$ cat config.mk
export PLATFORM = sky130hd
export DESIGN_NAME = ball_collision_engine
export DESIGN_NICKNAME = d
export VERILOG_FILES = /design/src/rtl/ball_collision_engine.sv
export SDC_FILE = /design/constraint.sdc
export NUM_CORES = 1
export LEC_CHECK = 0
export CORE_ASPECT_RATIO = 0.75
export CORE_UTILIZATION = 40
export CTS_BUF_LIST = sky130_fd_sc_hd__clkbuf_4
export DETAILED_ROUTE_END_ITERATION = 7
export HOLD_SLACK_MARGIN = 0.06
export PLACE_DENSITY = 0.57
export SLEW_MARGIN = 40
export SYNTH_ARGS = -nofsm -noshare
export SYNTH_HDL_FRONTEND = slang
export SYNTH_SLANG_ARGS = --single-unit
$ cat constraint.sdc
create_clock -name clk -period 13.15 [get_ports clk]
set_clock_uncertainty 0.1 [all_clocks]
set_input_delay 3.945 -clock clk [delete_from_list [all_inputs] [get_ports clk]]
set_output_delay 3.945 -clock clk [all_outputs]
set_load 0.01 [all_outputs]
$ cat src/rtl/ball_collision_engine.sv
// ball_collision_engine: per-step brick probing, wall/platform/brick bounce resolution and brick health write-back.
module ball_collision_engine #(
  parameter int COORD_W  = 10,
  parameter int HEALTH_W = 2,
  parameter int BRICK_W  = 20,
  parameter int BRICK_H  = 10,
  parameter int SCREEN_W = 160,
  parameter int SCREEN_H = 120,
  parameter int PLAT_Y   = 110,
  parameter int PLAT_W   = 20
) (
  input  logic                clk,
  input  logic                resetn,
  input  logic                step,
  input  logic [COORD_W-1:0]  ball_x,
  input  logic [COORD_W-1:0]  ball_y,
  input  logic [COORD_W-1:0]  size,
  input  logic [COORD_W-1:0]  platx,
  output logic                rd_req,
  output logic [COORD_W-1:0]  rd_x,
  output logic [COORD_W-1:0]  rd_y,
  input  logic                rd_ack,
  input  logic [HEALTH_W-1:0] rd_health,
  output logic                wr_en,
  output logic [COORD_W-1:0]  wr_x,
  output logic [COORD_W-1:0]  wr_y,
  output logic [HEALTH_W-1:0] wr_health,
  output logic                x_dir,
  output logic                y_dir,
  output logic                busy,
  output logic                done,
  output logic                ball_lost
);
  localparam int W = COORD_W + 1;
  localparam logic [W-1:0] ONE = W'(1);
  localparam logic [W-1:0] BW = W'(BRICK_W);
  localparam logic [W-1:0] BH = W'(BRICK_H);
  localparam logic [W-1:0] SW = W'(SCREEN_W);
  localparam logic [W-1:0] SH = W'(SCREEN_H);
  localparam logic [W-1:0] PY = W'(PLAT_Y);
  localparam logic [W-1:0] PW = W'(PLAT_W);
  // Probe states are encoded 0..3 so the state doubles as the probe index.
  typedef enum logic [3:0] {
    PY1 = 4'd0, PY2 = 4'd1, PX1 = 4'd2, PX2 = 4'd3,
    RESOLVE = 4'd4, WR1 = 4'd5, WR2 = 4'd6, DONE = 4'd7, IDLE = 4'd8
  } state_t;
  state_t state, state_n;
  logic [3:0][HEALTH_W-1:0] h;
  logic [3:0][W-1:0] ax, ay;
  logic [3:0] need, hit, pend;
  logic [W-1:0] x, y, sz, px, xs, ys, x2, y2, ex, ey;
  logic [1:0] pi, wi;
  logic dx, dy, lost, probing, plat, dup2, dup3;
  function automatic logic same(input logic [W-1:0] ax1, ay1, ax2, ay2);
    return ax1 / BW == ax2 / BW && ay1 / BH == ay2 / BH;
  endfunction
  assign x  = {1'b0, ball_x};
  assign y  = {1'b0, ball_y};
  assign sz = {1'b0, size};
  assign px = {1'b0, platx};
  assign xs = x + sz;
  assign ys = y + sz;
  assign x2 = xs - ONE;
  assign y2 = ys - ONE;
  // Leading edges use the directions captured at step accept, since RESOLVE updates x_dir/y_dir before write-back.
  assign ey = dy ? ys : y - ONE;
  assign ex = dx ? xs : x - ONE;
  assign ax = {ex, ex, x2, x};
  assign ay = {y2, y, ey, ey};
  assign plat = ys == PY && xs > px && x < px + PW;
  assign need[0] = (dy ? ys : y) % BH == '0 && (dy ? !(ys >= SH || plat) : y != '0);
  assign need[1] = need[0] && x2 / BW != x / BW;
  assign need[2] = (dx ? xs : x) % BW == '0 && (dx ? xs < SW : x != '0);
  assign need[3] = need[2] && y2 / BH != y / BH;
  assign hit = {|h[3], |h[2], |h[1], |h[0]};
  assign dup2 = (hit[0] && same(ax[2], ay[2], ax[0], ay[0])) || (hit[1] && same(ax[2], ay[2], ax[1], ay[1]));
  assign dup3 = (hit[0] && same(ax[3], ay[3], ax[0], ay[0])) || (hit[1] && same(ax[3], ay[3], ax[1], ay[1]));
  assign probing = state < RESOLVE;
  assign pi = state[1:0];
  assign wi = state == WR2 ? (pend[2] ? 2'd2 : 2'd3) : (pend[0] ? 2'd0 : 2'd1);
  assign rd_req = probing && need[pi];
  assign rd_x = rd_req ? ax[pi][COORD_W-1:0] : '0;
  assign rd_y = rd_req ? ay[pi][COORD_W-1:0] : '0;
  assign wr_en = (state == WR1 && |pend[1:0]) || (state == WR2 && |pend[3:2]);
  assign wr_x = wr_en ? ax[wi][COORD_W-1:0] : '0;
  assign wr_y = wr_en ? ay[wi][COORD_W-1:0] : '0;
  assign wr_health = wr_en ? h[wi] - HEALTH_W'(1) : '0;
  assign busy = state != IDLE;
  assign done = state == DONE;
  assign ball_lost = done && lost;
  always_comb begin
    state_n = state;
    state_n = state == IDLE ? (step ? PY1 : IDLE)
            : probing ? ((!need[pi] || rd_ack) ? state_t'(state + 4'd1) : state)
            : state == WR1 ? (&pend[1:0] ? WR1 : WR2)
            : state == WR2 ? (&pend[3:2] ? WR2 : DONE)
            : state == DONE ? IDLE : WR1;
  end
  always_ff @(posedge clk or negedge resetn) begin
    if (!resetn) begin
      state <= IDLE;
      h     <= '0;
      pend  <= '0;
      dx    <= 1'b0;
      dy    <= 1'b0;
      x_dir <= 1'b0;
      y_dir <= 1'b0;
      lost  <= 1'b0;
    end else begin
      state <= state_n;
      if (state == IDLE && step) begin
        h  <= '0;
        dx <= x_dir;
        dy <= y_dir;
      end
      if (rd_req && rd_ack) h[pi] <= rd_health;
      if (state == RESOLVE) begin
        pend  <= {hit[3] && !dup3, hit[2] && !dup2, hit[1:0]};
        y_dir <= y == '0 ? 1'b1 : (ys >= SH || plat) ? 1'b0 : |hit[1:0] ? !dy : dy;
        x_dir <= x == '0 ? 1'b1 : xs >= SW ? 1'b0 : |hit[3:2] ? !dx : dx;
        lost  <= y != '0 && ys >= SH;
      end
      if (wr_en) pend[wi] <= 1'b0;
    end
  end
endmodule
== Word level (Yosys, flattened, before mapping) ==
Cells that the tools add are included.

* Output and inout bits: 49
* Word-level logic and storage cells: 156
* Input port bits: 46
* Bits in registers: 21

* Div/mod/pow operators: 8
* Equal/unequal tests: 14
* Multiplexer cells: 50
* Order comparisons: 10
* Reductions and logical operators: 52
* $add $sub $neg: 9
* Bitwise logic cells: 2

{| class="wikitable"
|+ Operators by type and width
! cell !! count
|-
| 11-bit binary-select mux with 2-bit select || 4
|-
| 10-bit two-way mux || 8
|-
| 11-bit == test || 4
|-
| 11-bit zero test || 4
|-
| 11-bit two-way mux || 4
|-
| 4-bit two-way mux || 9
|-
| 1-bit logical AND || 25
|-
| 10-bit by 10-bit adder with 11-bit output || 2
|-
| 11-bit by 4-bit divider with 11-bit output, second input constant || 2
|-
| 11-bit by 5-bit divider with 11-bit output, second input constant || 2
|-
| 11-bit inequality test || 2
|-
| 11-bit nonzero test || 2
|-
| 10-bit by 1-bit subtractor with 11-bit output, second input constant || 2
|-
| 11-bit by 1-bit subtractor with 11-bit output, second input constant || 2
|-
| 4-bit by 3-bit == test with 1-bit output, second input constant || 4
|-
| 8-bit two-way mux || 2
|-
| 1-bit two-way mux || 13
|-
| 2-bit OR reduction || 6
|-
| 10-bit by 5-bit adder with 11-bit output, second input constant || 1
|-
| 10-bit by 4-bit divider with 11-bit output, second input constant || 1
|-
| 10-bit by 5-bit divider with 11-bit output, second input constant || 1
|-
| 11-bit by 7-bit == test with 1-bit output, second input constant || 1
|-
| 11-bit by 7-bit >= comparator with 1-bit output, second input constant || 1
|-
| 11-bit by 8-bit >= comparator with 1-bit output, second input constant || 1
|-
| other kinds (25) || 42
|}

== Logic depth before layout (Yosys ltp) ==
Gate-level depths: netlist (run 1).

* Depth in word-level cells: 16
* Depth in mapped cells: 27
* Gate-level depth less buffers: 23

== Worst setup path before layout (run 1) ==
OpenSTA, ideal clock, no wires.

* Kind: input to output
* Start: input ball_x[0]
* End: output rd_x[0]
* Required time: 9.105 ns
* Arrival time: 9.246 ns
* Path buffers: 2
* Path slack: -0.141 ns
* Stages on the path: 22
* Cell sequence: ha_1 -> fa_1 -> a211o_1 -> and4_1 -> nor3_4 -> inv_4 -> mux2i_1 -> clkbuf_1 -> a211oi_1 -> a311o_1 -> nand2_1 -> a21oi_1 -> a211oi_1 -> nand2b_1 -> o22ai_1 -> ha_1 -> nor2_1 -> or4b_2 -> a221oi_2 -> o211ai_1 -> buf_4 -> a211oi_2

* Cells in the longest elaborated chain, start to end: 13
* Elaborated cells between the ends (all ways): 30
* Those cells by class: add/sub (3); div (3); order compare (3); eq/ne (1); mux (9); reduce/logical (11)

{| class="wikitable"
|+ RTL lines
! element !! line !! source
|-
| start, declared || 15 || <nowiki>input logic [COORD_W-1:0] ball_x,</nowiki>
|-
| branches (longest 12 deep; another with 10-bit by 10-bit adder with 11-bit output) || n/a ||
|-
| 10-bit two-way mux (*) || 82 || <nowiki>assign rd_x = rd_req ? ax[pi][COORD_W-1:0] : '0;</nowiki>
|-
| end, declared || 20 || <nowiki>output logic [COORD_W-1:0] rd_x,</nowiki>
|}

Mark *: on every way between the ends. The select of a mux whose other input is x is not followed.

== Final worst setup path (run 1) ==
* Start: input ball_y[0]
* End: output rd_y[8]

* Cells in the longest elaborated chain, start to end: 13
* Elaborated cells between the ends (all ways): 27
* Those cells by class: add/sub (3); div (3); order compare (1); eq/ne (2); mux (8); reduce/logical (10)

{| class="wikitable"
|+ RTL lines
! element !! line !! source
|-
| start, declared || 16 || <nowiki>input logic [COORD_W-1:0] ball_y,</nowiki>
|-
| branches (longest 12 deep; another with 10-bit by 10-bit adder with 11-bit output) || n/a ||
|-
| 10-bit two-way mux (*) || 83 || <nowiki>assign rd_y = rd_req ? ay[pi][COORD_W-1:0] : '0;</nowiki>
|-
| end, declared || 21 || <nowiki>output logic [COORD_W-1:0] rd_y,</nowiki>
|}

Marks and branches as above.

==> results of run 1 <==
-- report_power, final --
group	internal, W	switching (W)	total, W
Clock	0.0000114	0.0000225	0.0000339
Sequential	0.0000908	0.0000484	0.000139
Combinational	0.00174	0.00212	0.00385
Total	0.00184	0.00219	0.00402
-- stage by stage --
step	setup TNS [ps]	setup WS (ps)	instances
after global placement	-33600	-1660	2707
final	-6460	-431	2816
after global routing	-12180	-666	2816
after floorplan	0	21.0	1848
after detailed placement	-34350	-1720	2707
after CTS	-3790	-324	2784
-- per-layer routing --
layer  GRT usage [%]  up-vias  routed length [um]
met5               0        -                   0
met3            5.81       95                7030
li1                -     8259                   -
met1            57.3     8454               28400
met2            53.2     1037               25300
met4            6.65        0                1210
-- state kept, by name, summed over array words and instances (netlist names) --
name	count
pend	4
dx	1
y_dir	1
state	4
h	8
dy	1
x_dir	1
lost	1
-- synth_stat cells (9+ instances only) --
cell	instances
or3_1	10
o221ai_1	17
a211oi_2	10
a21o_1	26
o211ai_1	41
a22oi_1	13
dfrtp_1	20
o2111ai_1	14
a31o_2	10
a31oi_1	29
o21bai_1	10
clkbuf_1	87
a211oi_1	56
xnor2_1	83
nand4_1	23
buf_2	26
nand3_1	74
a211o_1	19
and2_1	21
mux2_2	12
mux2i_1	49
a21oi_1	143
nor2_1	177
and3_1	10
o21ai_1	19
o32ai_1	10
nand2_1	177
o21a_1	25
o21ai_0	118
o22ai_1	19
buf_1	9
nand2b_1	15
nor2b_1	18
o31ai_1	13
xor2_1	27
o211a_1	9
inv_1	54
nor4_1	22
ha_1	58
nor3_1	72
-- how the worst max path moves through the flow --
stage                     slack, ps      end  cells after the start  startpoint
after detailed placement      -1720  rd_y[8]                     23   ball_x[0]
after global placement        -1660  rd_y[8]                     23   ball_x[0]
after floorplan                  20  rd_x[0]                     22   ball_x[0]
final                          -430  rd_y[8]                     31   ball_y[0]
after global routing           -670  rd_y[0]                     32     size[0]
after CTS                      -320  rd_y[8]                     27     size[0]
-- logic make-up after synthesis --
group	Yosys count	share of synthesized area [%]
AO/OA/AOI/OAI	735	43.3
XOR/XNOR	112	8.09
adder cells (fa/ha/maj)	64	6.54
buffers and inverters	186	6.11
flip-flops	21	4.28
multiplexers	61	5.08
AND/OR/NAND/NOR	669	26.6
-- worst max-delay path, delay by kind of cell --
family / cells / cell delay [ps]
and+or+nand+nor: 3 / 720
buffers and inverters: 9 / 1340
adders and majority gates: 3 / 770
AOI/OAI and AO/OA: 16 / 2770
-- layout make-up --
class,instances,area [um^2]
clock buffers,3,22.5
clock inverters,1,5.00
fillers,2651,10900
inverters,60,238
multi-input cells,1641,12500
flip-flops and latches,21,529
well taps,399,499
repair buffers,691,5540
-- what timing repair did --
action                                  in CTS  in global routing
pin swaps                                  110                 96
cloned                                       1                  0
buffers inserted                            74                 33
resized for setup                          368                126
endpoints found under the setup margin      21                 21
==> results.toml, run 1 <==
[job]
drv_cap = 0

[timing]
rsz0062_at_grt = "true"
final-hold-violation-count = 0
max_clock_freq_mhz = 73.6
max_slew_margin_pct = 40.9
worst_slew_pin_slew_ps = 861
post-route-period-util_pct = 103
fin_hold_ws_ps = 451
drv_slew = 0
setup_ws_ps = -431
setup_viol = 21
fin_crit_ps = 13580

[place]
gp_congestion = 1.00
io_buffers = 94
place_area_mm2 = 0.0170
dp_hpwl_um = 46300

[final_layout]
final_area_mm2 = 0.0193
layout_commonest_cell = "buf_4"
layout_common_cells = "buf_4 (556), nand2_1 (170), nor2_1 (161), a21oi_1 (124), o21ai_0 (107)"
synthToLayoutAreaGrowth_pct = 56.8
final_util_pct = 63.9
antenna_cells = 0
fin_nets = 2524
drive_gt1_share_pct = 38.8

[routing]
drt-total-wl_um = 62000
drc = 0
avgViaCountPerCell = 6.34
drtPass1Iterations = 6
drtIter0Drc = 2205
wire_per_inst_um = 22.0
drtAntennaViolNets = 0
vias = 17800

[clocking]
clk_pin_slew_ps = 140
root_buffer = "clkbuf_4"
cts_hold_buf = 0
ctsHtreeMaxLevel = 1
clk_path_buf_depth = 2
cts_made_buffers = 3
clkLatencyLatePin_ps = 330
cts_tree = "built"
cts_sinks = 21

[worst_hold_path]
hold_depth = 1
min-delay-start = "pend[1]$_DFF_PN0_"
worst_hold_path.endpoint = "pend[1]$_DFF_PN0_"
hold_class = "flop to flop"

[floorplanning]
rows = 55
io_pins = 95
die_area_mm2 = 0.0315
start_util_pct = 40.8
die_h_um = 154
coreArea_mm2 = 0.0302
die_w_um = 205

[setup_path]
reg2reg_from = "dx$_DFFE_PN0P_"
critPathLaunchType = "input pin"
critPathMaxStageDelay_ps = 410
worstSetupPathType = "input pin to primary output"
cp.required_ps = 9100
critical_path_arrival_ps = 9540
reg2reg_slack_ps = 7450
worstPathMaxFanout = 6
reg2reg_to = "state[1]$_DFFE_PN0P_"
crit_top_cell = "buf_6"
critPathSlowestCell = "or3_4"
cp-end-kind = "primary output"
worst_r2r_path_depth = 20

[global_routing]
gr-usage-all-layers_pct = 37.1
grt.overflow.total = 0
grt_pass1_vias = 16200
grt_pass1_wl_um = 93100
grt_max_degree = 44
antenna_found_initial = 0

[power_and_ir_drop]
ir_worst_vdd_v = 0.000143
power_w = 0.00402
p_leak_nw = 8.04
powerDensity_mw_per_mm2 = 208

[outcome]
status = "finished with violations"
violations = "setup timing"

[yosys]
synth_cell_type_count = 119
synthArstFlopShare_pct = 100
synth_warnings = 0
synth_area_leader_cell = "xnor2_1"
synth_top_area_share_pct = 5.90
synth_ff_type = "dfrtp_1"
syn_area_per_cell_um2 = 6.66
syn_inst = 1848
yosysSeqAreaShare_pct = 4.28
syn_nets = 1954
synth_edf_count = 0
ys_ff_latch = 21
synthTopCellsByArea = "xnor2_1 (5.9%), ha_1 (5.9%), a21oi_1 (5.8%)"
synth_area_mm2 = 0.0123
(Power assumes the default switching activity.)
==> inputs of run 2 (changes only) <==
Settings changed: SETUP_SLACK_MARGIN set to 0.1.
==> run 2 against run 1 <==
  * Wire length is 0.72% higher
  * Die area stayed put
  * Via count is 0.85% higher
  * Register-to-register slack hardly changed
  * Utilization is 0.17 points higher
  * Worst hold slack worse by 13 ps
  * Power is 2.8% lower
  * Critical path depth is 2 lower
  * The run still ends with setup timing left
  * Clock-buffer cell count is 1 higher
==> results.toml, run 2 (synthesis results as in run 1) <==
[power_and_ir_drop]
pwr-share-seq_pct = 3.9
power.switching_w = 0.00214
p_comb_share_pct = 95.3
powerDensity_mw_per_mm2 = 202
p_leak_nw = 7.98
intPower_w = 0.00177
power_w = 0.00391
p_sw_share_pct = 54.7
ir_worst_vdd_v = 0.000171
pwr-share-clk_pct = 0.9

[timing]
drv_slew = 0
max_slew_margin_pct = 39.6
final-hold-violation-count = 0
setup_viol = 21
max_clock_freq_mhz = 73.7
fin_hold_ws_ps = 439
fin_crit_ps = 13570
post-route-period-util_pct = 103
worst_slew_pin_slew_ps = 902
rsz0062_at_grt = "true"
setup_ws_ps = -420

[global_routing]
antenna_found_initial = 0
grt.overflow.total = 0
grt_pass1_wl_um = 94300
grt_pass1_vias = 16300
gr-usage-all-layers_pct = 37.7
grt_max_degree = 44

[clocking]
cts_tree = "built"
clk_path_buf_depth = 2
clkLatencyLatePin_ps = 320
clk_pin_slew_ps = 110
ctsHtreeMaxLevel = 1
root_buffer = "clkbuf_4"
cts_hold_buf = 0
cts_made_buffers = 3
cts_sinks = 21

[worst_hold_path]
hold_class = "flop to flop"
min-delay-start = "lost$_DFFE_PN0P_"

[place]
dp_hpwl_um = 46200
pre_cts_ws_ps = -1600
gp_congestion = 1.06
io_buffers = 94
place_area_mm2 = 0.0169

[floorplanning]
io_pins = 95
die_h_um = 154
die_area_mm2 = 0.0315
die_w_um = 205
rows = 55
start_util_pct = 40.8
coreArea_mm2 = 0.0302

[job]
drv_cap = 0

[routing]
drt-total-wl_um = 62400
avgViaCountPerCell = 6.45
drtPass1Iterations = 7
wire_per_inst_um = 22.4
drtAntennaViolNets = 0
vias = 18000
drc = 0
drtIter0Drc = 2220

[setup_path]
critPathMaxStageDelay_ps = 420
critPathLaunchType = "input pin"
cp-end-kind = "primary output"
critPathBufInv = 11
critPathTopFamily = "compound AO/OA/AOI/OAI gates"
worstSetupPathType = "input pin to primary output"
reg2reg_from = "dx$_DFFE_PN0P_"
critPathSlowestCell = "o41a_1"
worstPathMaxFanout = 7
cp.required_ps = 9100
crit_start = "ball_y[0]"
critical_path_arrival_ps = 9530

[final_layout]
top_register = "h"
reg_top3 = "h: 8 flops, pend: 4 flops, state: 4 flops"
fin_nets = 2499
synthToLayoutAreaGrowth_pct = 57.2
layout_common_cells = "buf_4 (519), nand2_1 (170), nor2_1 (161), a21oi_1 (116), o21ai_0 (104)"
largest_reg_flops = 8
final_area_mm2 = 0.0194
final_util_pct = 64.1
antenna_cells = 0
layout_commonest_cell = "buf_4"
drive_gt1_share_pct = 38.7
fillerInstances = 2704

[outcome]
violations = "setup timing"
status = "finished with violations"
[run 2: changes by cell type in the layout (fill, tap and decap cells not counted), moves of 5 or more]
cell             previous run  this run
xnor2_1                    77        72
xnor2_2                     6        12
clkdlybuf4s15_2             1         7
buf_12                     12         4
a211oi_1                   42        47
a21oi_1                   124       116
buf_6                      40        51
clkbuf_2                    7         1
buf_4                     556       519
a211oi_2                   22        13
a21oi_2                    17        22
[run 2: per-layer routing]
layer  GRT usage (%)  vias up  routed length, um
met5               0        -                  0
met4            6.25        0               1370
met3            6.72      143               7310
met2            53.6     1137              24900
met1            58.1     8534              28800
li1                -     8183                  -
[run 2: final timing paths]
check	endpoint	cells after the start	slack (ps)
worst min-delay path	lost$_DFFE_PN0P_	2	440
min in group asynchronous	h[5]$_DFF_PN0_	1	3470
worst max register to register	pend[2]$_DFF_PN0_	15	7460
worst min register to register	lost$_DFFE_PN0P_	2	440
max in group asynchronous	pend[0]$_DFF_PN0_	1	9100
worst max-delay path	rd_y[8]	29	-420
[run 2: worst register-to-register path, cell delays in order, from the launching register on]
cell and delay (ps):
dfrtp_2 730, inv_1 500, o21ai_0 210, o31a_1 410
nor2b_1 360, a21oi_1 110, o21ai_1 700, nor2_1 320
nand3_1 180, o41ai_1 100, a2111oi_2 600, o21ai_0 210
a32oi_1 410, xnor2_1 120, o22ai_1 360, a31oi_1 150
[run 2: timing repair]
action | CTS | global route
buffers inserted | 81 | 19
pin swaps | 132 | 43
setup endpoints to repair | 21 | 21
resized for setup | 476 | 42
cloned | 2 | 0
endpoints found under the hold margin | 0 | 0
[run 2: final cells by class]
class                      instances  area (um^2)  share of cell area (%)
clock buffer                       4         30.0                   0.155
inverter                          60          238                    1.23
multi-input combinational       1641        12700                    65.5
sequential                        21          531                    2.74
tap                              399          499                    2.58
timing repair buffer             666         5390                    27.8
[run 2: metrics by stage]
step | cells | TNS, ps
finish | 2791 | -6950
global placement | 2685 | -32340
floorplan | 1848 | 0
global route | 2791 | -10720
CTS | 2772 | -1090
detailed placement | 2685 | -32520
[run 2: power by group through the flow]
stage / Combinational [W] / Clock [W] / Sequential (W)
final: 0.00373 / 0.0000347 / 0.000151
after CTS: 0.00355 / 0.0000346 / 0.000148
after global placement: 0.00313 / 0 / 0.000145
after detailed placement: 0.00316 / 0 / 0.000147
after global routing: 0.00397 / 0.0000374 / 0.000157
after floorplan: 0.00197 / 0 / 0.000109
==> inputs of run 3 (changes only) <==
Settings changed: CAP_MARGIN set to 15, CORE_UTILIZATION 40 to 55, PLACE_DENSITY 0.57 to 0.76.
==> run 3 against run 2 <==
  * The flow now stops in global routing (5_1_grt)
  * Area after synthesis is the same
  * Synthesized cell count stayed put
==> results.toml, run 3 <==
[yosys]
synthSimpleGateAreaFrac_pct = 26.6
ys_ff_latch = 21
yosysSeqAreaShare_pct = 4.28
synth-adder-area-share_pct = 6.54
syn_area_per_cell_um2 = 6.66
synth_compound_area_share_pct = 43.3
synth_cell_type_count = 119
synthTopCellsByArea = "xnor2_1 (5.9%), ha_1 (5.9%), a21oi_1 (5.8%)"
synth_edf_count = 0
synth_top_area_share_pct = 5.90
synth-xor-area-share_pct = 8.09
synth_warnings = 0
synthArstFlopShare_pct = 100
syn_nets = 1954
synth_area_leader_cell = "xnor2_1"
synth_top_family_by_area = "compound AO/OA/AOI/OAI gates"
synth_ff_type = "dfrtp_1"
synth_mux_area_share_pct = 5.08
synth_common_cells = "nand2_1 (177), nor2_1 (177), a21oi_1 (143)"
synth_area_mm2 = 0.0123
syn_inst = 1848

[place]
io_buffers = 94
dp_hpwl_um = 44400
place_area_mm2 = 0.0168
gp_congestion = 1.05

[clocking]
ctsHtreeMaxLevel = 1
cts_sinks = 21
cts_hold_buf = 0
cts_made_buffers = 3
clk_path_buf_depth = 2
root_buffer = "clkbuf_4"

[floorplanning]
die_w_um = 175
die_h_um = 132
start_util_pct = 56.0
rows = 47
io_pins = 95

[global_routing]
gr-usage-all-layers_pct = 78.5
grt.overflow.total = 38
grt_max_degree = 44

[timing]
worstEpCategory = "top-level output"
crit_endpoint = "rd_y[8]"

[outcome]
status = "stopped before the end"
lastStage = "global routing (5_1_grt)"
error_line = "[ERROR GRT-0232] Routing congestion too high. Check the congestion heatmap in the GUI."
-- run 3: cell counts after synthesis --
No cell type changed its count.
-- run 3: logic make-up after synthesis --
kind of cell | Yosys count
mux | 61
xor+xnor | 112
buf+inv | 186
simple gates | 669
flops | 21
compound gates | 735
fa+ha+maj | 64
-- run 3: routing by layer --
layer	overflow	GRT usage [%]
met1	1	84.0
met2	21	91.4
met3	0	67.0
met4	16	64.2
met5	0	33.8
-- run 3: through the flow --
stage          cells  setup slack (ps)
2_1_floorplan   1848              86.9
3_3_place_gp    2584             -1350
3_5_place_dp    2584             -1490
4_1_cts         2666              -224
-- run 3: timing repair --
action,4_1_cts
gates cloned,1
setup endpoints to repair,21
endpoints found under the hold margin,0
resized for setup,393
pin swaps,140
setup buffers,80
==> inputs of run 4 (changes only) <==
Settings changed: CORE_ASPECT_RATIO 0.75 to unset, CORE_UTILIZATION 55 to 40, CTS_BUF_LIST sky130_fd_sc_hd__clkbuf_4 to unset, HOLD_SLACK_MARGIN 0.06 to unset, PLACE_DENSITY 0.76 to unset, PLACE_DENSITY_LB_ADDON set to 0.15, SETUP_SLACK_MARGIN 0.1 to unset.
Clock period 13.15 ns to 17.1 ns, I/O delays scaled along.
==> run 4 against run 3 <==
  * The run now ends clean
==> results.toml, run 4 (synthesis results as in run 1) <==
[timing]
max_slew_margin_pct = 39.1
finalSetupTns_ps = 0
worst_slew_pin_slew_ps = 902
max_clock_freq_mhz = 59.3
fin_crit_ps = 16870
setup_viol = 0
drv_slew = 0
post-route-period-util_pct = 98.6
final-hold-violation-count = 0

[setup_path]
cp-end-kind = "primary output"
worstSetupPathType = "input pin to primary output"
critPathSlowestCell = "or4b_2"
worstPathMaxFanout = 11
critPathBufInv = 7
reg2reg_slack_ps = 11720
critPathTopFamily = "compound AO/OA/AOI/OAI gates"
cp.required_ps = 11870
critPathMaxStageDelay_ps = 640
critPathLaunchType = "input pin"
critical_path_arrival_ps = 11640

[place]
dp_hpwl_um = 39800
placed_cells = 2347
io_buffers = 94
place_area_mm2 = 0.0143
gp_congestion = 0.987

[floorplanning]
rows = 63
coreArea_mm2 = 0.0300
die_w_um = 177
start_util_pct = 41.1
io_pins = 95
die_h_um = 177
die_area_mm2 = 0.0315

[clocking]
clk_path_buf_depth = 2
root_buffer = "clkbuf_16"
clk_pin_slew_ps = 60
cts_sinks = 21
cts_made_buffers = 3
ctsHtreeMaxLevel = 1
cts_tree = "built"
clkLatencyLatePin_ps = 250

[global_routing]
grt_pass1_wl_um = 78800
antenna_found_initial = 0
grt_pass1_vias = 14400
grt_max_degree = 44
gr-usage-all-layers_pct = 31.1
grt.overflow.total = 0

[routing]
drtPass1Iterations = 6
drc = 0
avgViaCountPerCell = 6.59
wire_per_inst_um = 21.6
drt-total-wl_um = 51500
vias = 15700
drtIter0Drc = 1431
drtAntennaViolNets = 0

[final_layout]
layout_common_cells = "nand2_1 (174), nor2_1 (174), buf_4 (168), a21oi_1 (140), o21ai_0 (117)"
antenna_cells = 0
largest_reg_flops = 8
reg_top3 = "h: 8 flops, pend: 4 flops, state: 4 flops"
final_util_pct = 50.3
drive_gt1_share_pct = 17.4
instances_no_fill = 2382
synthToLayoutAreaGrowth_pct = 22.3
fin_nets = 2099
top_register = "h"
final_area_mm2 = 0.0151

[power_and_ir_drop]
p_leak_nw = 5.78
ir_worst_vdd_v = 0.000106
powerDensity_mw_per_mm2 = 157
power_w = 0.00237

[outcome]
status = "finished clean"

[job]
drv_cap = 0

[worst_hold_path]
hold_class = "flop to flop"
run 4: tightest hold or removal path, delay by kind of cell (launching register included):
kind	cells	cell delay, ps
AND/OR/NAND/NOR	1	50
AO/OA/AOI/OAI	1	60
flip-flops	1	360
run 4: area by class of cell:
type / instances / area, um^2
inverter: 60 / 228
tap: 390 / 488
sequential: 21 / 529
multi-input combinational: 1641 / 11500
clock buffer: 4 / 78.8
fill: 3029 / 14900
timing repair buffer: 266 / 2240
run 4: worst paths after layout:
check	start	endpoint	cells past startpoint
min in group asynchronous	resetn	h[0]$_DFF_PN0_	1
hold / removal	x_dir$_DFFE_PN0P_	x_dir$_DFFE_PN0P_	2
setup / recovery	ball_x[0]	rd_x[9]	25
max in group asynchronous	resetn	pend[0]$_DFF_PN0_	1
hold reg to reg	x_dir$_DFFE_PN0P_	x_dir$_DFFE_PN0P_	2
setup reg to reg	dx$_DFFE_PN0P_	state[1]$_DFFE_PN0P_	20
run 4: metal layers:
layer | GRT usage (%) | share of wire (%) | up-vias
met1 | 39.5 | 42 | 7490
met3 | 1.59 | 5.7 | 132
met5 | 0 | 0 | -
met4 | 12.7 | 4.6 | 0
li1 | - | - | 7391
met2 | 54.5 | 48 | 695
run 4: stage by stage:
step / hold WS, ps / worst slack (ps)
CTS: 410 / 4.28
floorplan: 341 / 1440
global placement: 396 / -139
detailed placement: 398 / -207
finish: 412 / 231
global route: 439 / -4.25
run 4: repair_timing:
item                                    4_1_cts  5_1_grt
setup buffers                                 3       27
pin swaps                                     2       24
gates cloned                                  0        1
hold buffers                                  0        0
endpoints found under the hold margin         0        0
resized for setup                             8       74
endpoints found under the setup margin       21       21
run 4: where the power goes:
part	total (W)	internal, W	switching, W
Sequential	0.000105	0.0000702	0.0000348
Combinational	0.00221	0.000876	0.00133
Clock	0.0000501	0.0000318	0.0000183
Total	0.00237	0.000978	0.00139
